==> src/rtl/vga_mon_pkg.sv <==
// Shared types and constants for the VGA timing monitor: lock FSM states,
// nominal 640x480@60 timing and the CRC-16-CCITT step used by the optional frame CRC.
package vga_mon_pkg;

    typedef enum logic [1:0] {
        SEARCH  = 2'd0,
        MEASURE = 2'd1,
        LOCKED  = 2'd2
    } mon_state_t;

    localparam int DEF_H_TOTAL  = 800;
    localparam int DEF_H_ACTIVE = 640;
    localparam int DEF_V_TOTAL  = 525;
    localparam int DEF_V_ACTIVE = 480;
    localparam int DEF_CW       = 11;

    localparam logic [15:0] CRC_POLY = 16'h1021;
    localparam logic [15:0] CRC_INIT = 16'hFFFF;

    // One whole 24-bit pixel folded into the CRC in a single combinational step, MSB first.
    function automatic logic [15:0] crc16_step24(input logic [15:0] crc, input logic [23:0] data);
        logic [15:0] c;
        c = crc;
        for (int i = 23; i >= 0; i--) begin
            if (c[15] ^ data[i]) begin
                c = {c[14:0], 1'b0} ^ CRC_POLY;
            end else begin
                c = {c[14:0], 1'b0};
            end
        end
        return c;
    endfunction

endpackage

==> src/rtl/vga_sync_edge.sv <==
// Sync polarity normalisation and assertion-edge detect, sampled on pixel-enable cycles.
// assert_edge is combinational from the current sample; the caller qualifies it with pix_en.
module vga_sync_edge
    import vga_mon_pkg::*;
#(
    parameter bit ACTIVE_LOW = 1'b1
) (
    input  logic clk,
    input  logic reset,
    input  logic pix_en,
    input  logic sync_in,
    output logic assert_edge
);

    logic sync_a;
    logic sync_prev;

    assign sync_a      = sync_in ^ ACTIVE_LOW;
    assign assert_edge = sync_a & ~sync_prev;

    always_ff @(posedge clk) begin
        if (reset) begin
            sync_prev <= 1'b0;
        end else if (pix_en) begin
            sync_prev <= sync_a;
        end
    end

endmodule

==> src/rtl/vga_timing_monitor.sv <==
// Receiver-side VGA timing checker: recovers active-pixel coordinates, measures line/frame
// lengths and runs a lock FSM against nominal timing. Define VGA_MON_CRC_EN for a per-frame CRC.
module vga_timing_monitor
    import vga_mon_pkg::*;
#(
    parameter int H_TOTAL         = DEF_H_TOTAL,
    parameter int H_ACTIVE        = DEF_H_ACTIVE,
    parameter int V_TOTAL         = DEF_V_TOTAL,
    parameter int V_ACTIVE        = DEF_V_ACTIVE,
    parameter bit SYNC_ACTIVE_LOW = 1'b1,
    parameter int CW              = DEF_CW
) (
    input  logic          clock50,
    input  logic          reset,
    input  logic          pix_en,
    input  logic          vga_hs,
    input  logic          vga_vs,
    input  logic          vga_blank_n,
    input  logic [23:0]   vga_rgb,
    output logic [9:0]    pix_x,
    output logic [9:0]    pix_y,
    output logic          pix_valid,
    output logic [23:0]   pix_rgb,
    output logic          frame_start,
    output logic [CW-1:0] h_total_meas,
    output logic [CW-1:0] v_total_meas,
    output logic          locked,
    output logic [7:0]    err_cnt,
`ifdef VGA_MON_CRC_EN
    output logic [15:0]   frame_crc,
    output logic          frame_crc_valid,
`endif
    output mon_state_t    dbg_state
);

    // pix_valid is a one-cycle qualifier for pix_x/pix_y/pix_rgb with no ready path:
    // the consumer must take the beat in the cycle it is presented.

    localparam logic [CW-1:0] CNT_MAX    = '1;
    localparam logic [CW-1:0] H_TOTAL_C  = CW'(H_TOTAL);
    localparam logic [CW-1:0] V_TOTAL_C  = CW'(V_TOTAL);
    localparam logic [CW-1:0] V_ACTIVE_C = CW'(V_ACTIVE);
    localparam logic [CW-1:0] X_LAST_C   = CW'(H_ACTIVE - 1);

    function automatic logic [CW-1:0] sat_inc(input logic [CW-1:0] v);
        return (v == CNT_MAX) ? v : v + 1'b1;
    endfunction

    mon_state_t    state, state_next;
    logic          err_inc;
    logic          hs_edge_raw, vs_edge_raw;
    logic          hs_edge, vs_edge;
    logic          blank_prev, blank_rise, blank_fall;
    logic [CW-1:0] h_cnt, v_cnt, x_cnt, y_cnt;
    logic [CW-1:0] h_meas_new, y_total;
    logic          frame_err, line_bad, frame_ok, too_long;

    vga_sync_edge #(.ACTIVE_LOW(SYNC_ACTIVE_LOW)) u_hs_edge (
        .clk         (clock50),
        .reset       (reset),
        .pix_en      (pix_en),
        .sync_in     (vga_hs),
        .assert_edge (hs_edge_raw)
    );

    vga_sync_edge #(.ACTIVE_LOW(SYNC_ACTIVE_LOW)) u_vs_edge (
        .clk         (clock50),
        .reset       (reset),
        .pix_en      (pix_en),
        .sync_in     (vga_vs),
        .assert_edge (vs_edge_raw)
    );

    assign hs_edge    = pix_en & hs_edge_raw;
    assign vs_edge    = pix_en & vs_edge_raw;
    assign blank_rise = pix_en & vga_blank_n & ~blank_prev;
    assign blank_fall = pix_en & ~vga_blank_n & blank_prev;

    // A line or active run closing on this very sample still belongs to the frame being judged.
    assign h_meas_new = sat_inc(h_cnt);
    assign line_bad   = (hs_edge && (h_meas_new != H_TOTAL_C)) ||
                        (blank_fall && (x_cnt != X_LAST_C));
    assign y_total    = blank_fall ? sat_inc(y_cnt) : y_cnt;
    assign frame_ok   = !frame_err && !line_bad &&
                        (v_cnt == V_TOTAL_C) && (y_total == V_ACTIVE_C);
    // Another line start with the full line budget already used means VS went missing.
    assign too_long   = hs_edge && !vs_edge && (v_cnt >= V_TOTAL_C);

    always_comb begin
        state_next = state;
        err_inc    = 1'b0;
        case (state)
            SEARCH: begin
                if (vs_edge) state_next = MEASURE;
            end
            MEASURE: begin
                if (vs_edge && frame_ok) state_next = LOCKED;
            end
            LOCKED: begin
                if (line_bad || too_long || (vs_edge && !frame_ok)) begin
                    state_next = MEASURE;
                    err_inc    = 1'b1;
                end
            end
            default: state_next = SEARCH;
        endcase
    end

    always_ff @(posedge clock50) begin
        if (reset) begin
            state        <= SEARCH;
            locked       <= 1'b0;
            err_cnt      <= 8'd0;
            pix_valid    <= 1'b0;
            frame_start  <= 1'b0;
            pix_rgb      <= 24'd0;
            blank_prev   <= 1'b0;
            h_cnt        <= '0;
            v_cnt        <= '0;
            x_cnt        <= '0;
            y_cnt        <= '0;
            h_total_meas <= '0;
            v_total_meas <= '0;
            frame_err    <= 1'b0;
        end else begin
            state       <= state_next;
            locked      <= (state_next == LOCKED);
            pix_valid   <= pix_en & vga_blank_n;
            frame_start <= vs_edge;
            if (err_inc && (err_cnt != 8'hFF)) err_cnt <= err_cnt + 8'd1;

            if (pix_en) begin
                pix_rgb    <= vga_rgb;
                blank_prev <= vga_blank_n;

                if (hs_edge) begin
                    h_cnt        <= '0;
                    h_total_meas <= h_meas_new;
                end else begin
                    h_cnt <= sat_inc(h_cnt);
                end

                // VS first; a coincident HS then counts as the first line of the new frame.
                if (vs_edge) begin
                    v_total_meas <= v_cnt;
                    v_cnt        <= hs_edge ? CW'(1) : '0;
                end else if (hs_edge) begin
                    v_cnt <= sat_inc(v_cnt);
                end

                if (blank_rise) begin
                    x_cnt <= '0;
                end else if (vga_blank_n) begin
                    x_cnt <= sat_inc(x_cnt);
                end

                if (vs_edge) begin
                    y_cnt <= '0;
                end else if (blank_fall) begin
                    y_cnt <= sat_inc(y_cnt);
                end

                if (vs_edge) begin
                    frame_err <= 1'b0;
                end else if (line_bad) begin
                    frame_err <= 1'b1;
                end
            end
        end
    end

    assign pix_x     = x_cnt[9:0];
    assign pix_y     = y_cnt[9:0];
    assign dbg_state = state;

`ifdef VGA_MON_CRC_EN
    logic [15:0] crc_acc;

    // Accumulator starts from the CRC seed so the first whole frame after reset is correct.
    always_ff @(posedge clock50) begin
        if (reset) begin
            crc_acc         <= CRC_INIT;
            frame_crc       <= 16'd0;
            frame_crc_valid <= 1'b0;
        end else begin
            frame_crc_valid <= 1'b0;
            if (frame_start) begin
                frame_crc       <= crc_acc;
                frame_crc_valid <= 1'b1;
                crc_acc         <= pix_valid ? crc16_step24(CRC_INIT, pix_rgb) : CRC_INIT;
            end else if (pix_valid) begin
                crc_acc <= crc16_step24(crc_acc, pix_rgb);
            end
        end
    end
`endif

endmodule
==> config.mk <==
export PLATFORM = sky130hd
export DESIGN_NAME = vga_timing_monitor
export DESIGN_NICKNAME = d
export VERILOG_FILES = /design/src/rtl/vga_mon_pkg.sv /design/src/rtl/vga_sync_edge.sv /design/src/rtl/vga_timing_monitor.sv
export SDC_FILE = /design/constraint.sdc
export NUM_CORES = 1
export LEC_CHECK = 0
export ABC_AREA = 1
export CAP_MARGIN = 30
export CORE_MARGIN = 4
export CORE_UTILIZATION = 40
export DETAILED_ROUTE_END_ITERATION = 12
export PLACE_DENSITY = 0.76
export SYNTH_ARGS = -nofsm -noshare
export SYNTH_HDL_FRONTEND = slang
export SYNTH_SLANG_ARGS = --single-unit
==> constraint.sdc <==
create_clock -name clock50 -period 4.1 [get_ports clock50]
set_clock_uncertainty 0.1 [all_clocks]
set_input_delay 0.82 -clock clock50 [delete_from_list [all_inputs] [get_ports clock50]]
set_output_delay 0.82 -clock clock50 [all_outputs]
set_load 0.01 [all_outputs]
==> load_flow_metrics.sql <==
INSERT INTO impl_metrics (metric_group, metric, value, unit) VALUES
('global_route', 'antenna_found_initial', '0', ''),
('clocking', 'cts_num_sinks', '107', ''),
('yosys', 'synth_edf_count', '0', ''),
('worst_setup_path', 'cp_data_arrival_time', '3.30', 'ns'),
('final_layout', 'final_area', '6490', 'sq um'),
('final_layout', 'drive_above_1_share', '4.91', '%'),
('yosys', 'synth-xor-area-share', '1.54', '%'),
('final_layout', 'fill_cell_count', '1221', ''),
('worst_setup_path', 'worstSetupEndpointType', 'flip-flop', ''),
('worst_setup_path', 'slowest_stage', 'sky130_fd_sc_hd__clkdlybuf4s50_1', ''),
('global_route', 'globalRoute.totalOverflow', '0', ''),
('pwr', 'power.switching', '0.510', 'mW'),
('status', 'run_status', 'complete, no violations', ''),
('route', 'route.final.wire_length', '12.4', 'mm'),
('floorplan', 'fp.coreArea', '12300', 'sq um'),
('timing', 'number_of_failing_setup_endpoints_in_the_final_timing_report', '0', ''),
('worst_setup_path', 'timing.critical_path.cells', 'clkdlybuf4s50_1 > inv_2 > or2_2 > nor2_2 > inv_1 > a211oi_1 > nor2_1 > nand2_2 > nand3_2 > nand2_1 > nand2_1 > nor2_1', ''),
('placement', 'gp_routability_congestion', '0.854', ''),
('global_route', 'number_of_global_route_vias_before_repair', '4398', ''),
('timing', 'fin_crit_sh', '75.8', '%'),
('pwr', 'sw_share', '22.8', '%'),
('yosys', 'synth_area_leaders', 'sky130_fd_sc_hd__dfxtp_1, sky130_fd_sc_hd__nand2_1, sky130_fd_sc_hd__nor2_1, sky130_fd_sc_hd__o21ai_0, sky130_fd_sc_hd__inv_1', ''),
('run', 'cap_violations', '0', ''),
('route', 'via_per_inst', '4.88', ''),
('yosys', 'ys.flop_type', 'sky130_fd_sc_hd__dfxtp_1', ''),
('worst_setup_path', 'startpoint_type', 'input port', ''),
('clocking', 'cts_tree', 'done', ''),
('timing', 'fmax', '322', 'MHz'),
('global_route', 'grt_start_max_net_pins', '38', ''),
('timing', 'whs', '0.365', 'ns'),
('timing', 'timing_hold_violations_final', '0', ''),
('route', 'detail_route.wl_per_cell', '12.7', 'um'),
('clocking', 'worst_setup_hold_path_clk_slew', '0.07', 'ns'),
('yosys', 'synth.largest_area_cell', 'sky130_fd_sc_hd__dfxtp_1', ''),
('route', 'drt_pass1_iterations', '5', ''),
('floorplan', 'die_width', '121', 'um'),
('worst_hold_path', 'min_path_type', 'flip-flop to flip-flop', ''),
('pwr', 'power_per_cell_area', '345', 'nW/um^2'),
('yosys', 'largest_family_of_logic_cells_by_synthesized_area', 'simple AND/OR/NAND/NOR gates', ''),
('pwr', 'vdd_ir_drop_max', '0.264', 'mV'),
('worst_setup_path', 'largest_fanout_of_any_net_on_the_critical_path', '12', ''),
('floorplan', 'floorplan.die.height', '121', 'um'),
('final_layout', 'area.growth.synth_to_final', '27.1', '%'),
('clocking', 'clockRootBuffer', 'sky130_fd_sc_hd__clkbuf_16', ''),
('global_route', 'grt.met3_usage', '8.76', '%'),
('timing', 'max_slew_margin', '53.0', '%'),
('placement', 'port-buffer-count', '108', ''),
('clocking', 'num_cts_buffers', '9', ''),
('timing', 'timing.setup.tns', '0', 'ns'),
('yosys', 'mappedNetlistNets', '766', ''),
('global_route', 'grt_use_met1', '20.8', '%'),
('route', 'routed-via-count', '4795', ''),
('pwr', 'power_report.internal_total', '1.73', 'mW'),
('yosys', 'synth-compound-area-share', '12.4', '%'),
('pwr', 'power.combinational.fraction', '9.9', '%'),
('worst_setup_path', 'cpPeakStageDelay', '0.54', 'ns'),
('route', 'number_of_drc_violations_after_detailed_routing_iteration_0', '409', ''),
('global_route', 'global_route.usage.total', '17.3', '%'),
('worst_setup_path', 'worstPathBufferInverterCount', '3', ''),
('yosys', 'synth.lib_cells_used.distinct', '36', ''),
('final_layout', 'antenna_cells', '0', ''),
('floorplan', 'std_cell_rows', '40', ''),
('yosys', 'yosysTopAreaCellShare', '42.0', '%'),
('yosys', 'synth.area.mux_share', '0', '%'),
('pwr', 'share_seq_of_total_power', '48.9', '%'),
('pwr', 'power.clock.fraction', '41.3', '%'),
('timing', 'actual_slew_at_the_worst_max_slew_pin', '0.702', 'ns'),
('yosys', 'ys_async_sr_fraction', '0', '%'),
('worst_setup_path', 'top_cell_family_by_delay_on_the_critical_path', 'simple AND/OR/NAND/NOR gates', ''),
('route', 'antenna_violating_nets_left', '0', ''),
('yosys', 'syn-mean-instance-area', '6.99', 'sq um');
[cell usage after synthesis (4+ instances only)]
| master | n |
|---|---|
| sky130_fd_sc_hd__a211oi_1 | 5 |
| sky130_fd_sc_hd__a21oi_1 | 42 |
| sky130_fd_sc_hd__buf_1 | 4 |
| sky130_fd_sc_hd__buf_4 | 20 |
| sky130_fd_sc_hd__clkbuf_1 | 17 |
| sky130_fd_sc_hd__dfxtp_1 | 107 |
| sky130_fd_sc_hd__ha_1 | 6 |
| sky130_fd_sc_hd__inv_1 | 77 |
| sky130_fd_sc_hd__nand2_1 | 134 |
| sky130_fd_sc_hd__nand2_2 | 5 |
| sky130_fd_sc_hd__nand3_1 | 51 |
| sky130_fd_sc_hd__nand3_2 | 5 |
| sky130_fd_sc_hd__nand4_1 | 14 |
| sky130_fd_sc_hd__nor2_1 | 119 |
| sky130_fd_sc_hd__nor3_1 | 21 |
| sky130_fd_sc_hd__nor3b_1 | 5 |
| sky130_fd_sc_hd__o211ai_1 | 4 |
| sky130_fd_sc_hd__o21ai_0 | 61 |
| sky130_fd_sc_hd__xor2_1 | 7 |
[path summary, 6_finish.rpt]
path	start	end	slack, ns	cells past startpoint
max	pix_en	err_cnt[0]$_SDFFE_PP0P_	0.99	12
min	x_cnt[4]$_SDFFE_PP0P_	x_cnt[4]$_SDFFE_PP0P_	0.37	2
max reg2reg	h_cnt[0]$_SDFFE_PP0P_	err_cnt[0]$_SDFFE_PP0P_	1.31	17
min reg2reg	x_cnt[4]$_SDFFE_PP0P_	x_cnt[4]$_SDFFE_PP0P_	0.37	2
[worst reg2reg max path, delay by kind of cell, from the launching register on]
| kind | cells | cell delay (ns) |
|---|---|---|
| flip-flops | 1 | 0.40 |
| AND/OR/NAND/NOR | 15 | 1.93 |
| adder cells (fa/ha/maj) | 1 | 0.22 |
| AO/OA/AOI/OAI | 1 | 0.07 |
[cell usage in the layout, fill, tap and decap left out, drive strengths merged]
| master | netlist | final |
|---|---|---|
| a2111oi | 1 | 1 |
| a211oi | 5 | 5 |
| a21oi | 42 | 42 |
| a31oi | 1 | 1 |
| and2 | 1 | 1 |
| buf | 27 | 6 |
| bufinv | 0 | 2 |
| clkbuf | 17 | 13 |
| clkdlybuf4s50 | 0 | 108 |
| clkinv | 1 | 1 |
| dfxtp | 107 | 107 |
| ha | 6 | 6 |
| inv | 80 | 80 |
| nand2 | 139 | 139 |
| nand3 | 56 | 56 |
| nand3b | 1 | 1 |
| nand4 | 14 | 14 |
| nor2 | 124 | 124 |
| nor3 | 22 | 22 |
| nor3b | 5 | 5 |
| nor4 | 1 | 1 |
| o211a | 1 | 1 |
| o211ai | 4 | 4 |
| o21ai | 61 | 61 |
| o21bai | 3 | 3 |
| or2 | 2 | 2 |
| xnor2 | 2 | 2 |
| xor2 | 7 | 7 |
[power groups by stage]
stage	logic, mW	clock network [mW]	registers, mW
CTS	0.223	0.945	1.09
global placement	0.221	0	1.12
finish	0.221	0.923	1.09
global route	0.246	0.990	1.10
detailed placement	0.222	0	1.12
floorplan	0.103	0	1.12
[per-stage QoR]
| step | setup slack, ns | utilization (%) | total power [mW] | instances |
|---|---|---|---|---|
| floorplan | 1.72 | - | 1.23 | 730 |
| global placement | 0.645 | 50.4 | 1.34 | 968 |
| detailed placement | 0.622 | 50.4 | 1.34 | 968 |
| CTS | 0.984 | 52.9 | 2.26 | 983 |
| global route | 0.752 | 52.9 | 2.33 | 983 |
| finish | 0.991 | 52.9 | 2.24 | 983 |
[layer usage]
metal  part of all wire (%)  vias to the layer above  wire, um
met5                      0                        -         0
met4                   0.92                        0       115
met3                    9.8                        8      1220
met2                     44                      126      5500
met1                     45                     2161      5620
li1                       -                     2500         -
[kinds of logic after synthesis]
logic type / after synthesis
fa+ha+maj: 6
buf+inv: 125
flops: 107
xor+xnor: 9
simple gates: 365
compound gates: 118
[registers in the layout, indices dropped and copies added (netlist names), 2 cells and up]
name,count
h_total_meas,11
v_cnt,11
h_cnt,11
dbg_state,2
v_total_meas,11
pix_rgb,24
err_cnt,8
x_cnt,11
y_cnt,11
[cell type report]
type / instances / area share (%)
Clock inverter: 2 / 0.926
Sequential cell: 107 / 33.0
Multi-Input combinational cell: 498 / 36.8
Tap cell: 168 / 3.24
Clock buffer: 13 / 3.86
Inverter: 81 / 4.76
Timing Repair Buffer: 114 / 17.4
No activity file was read; power rests on OpenSTA's default activity.
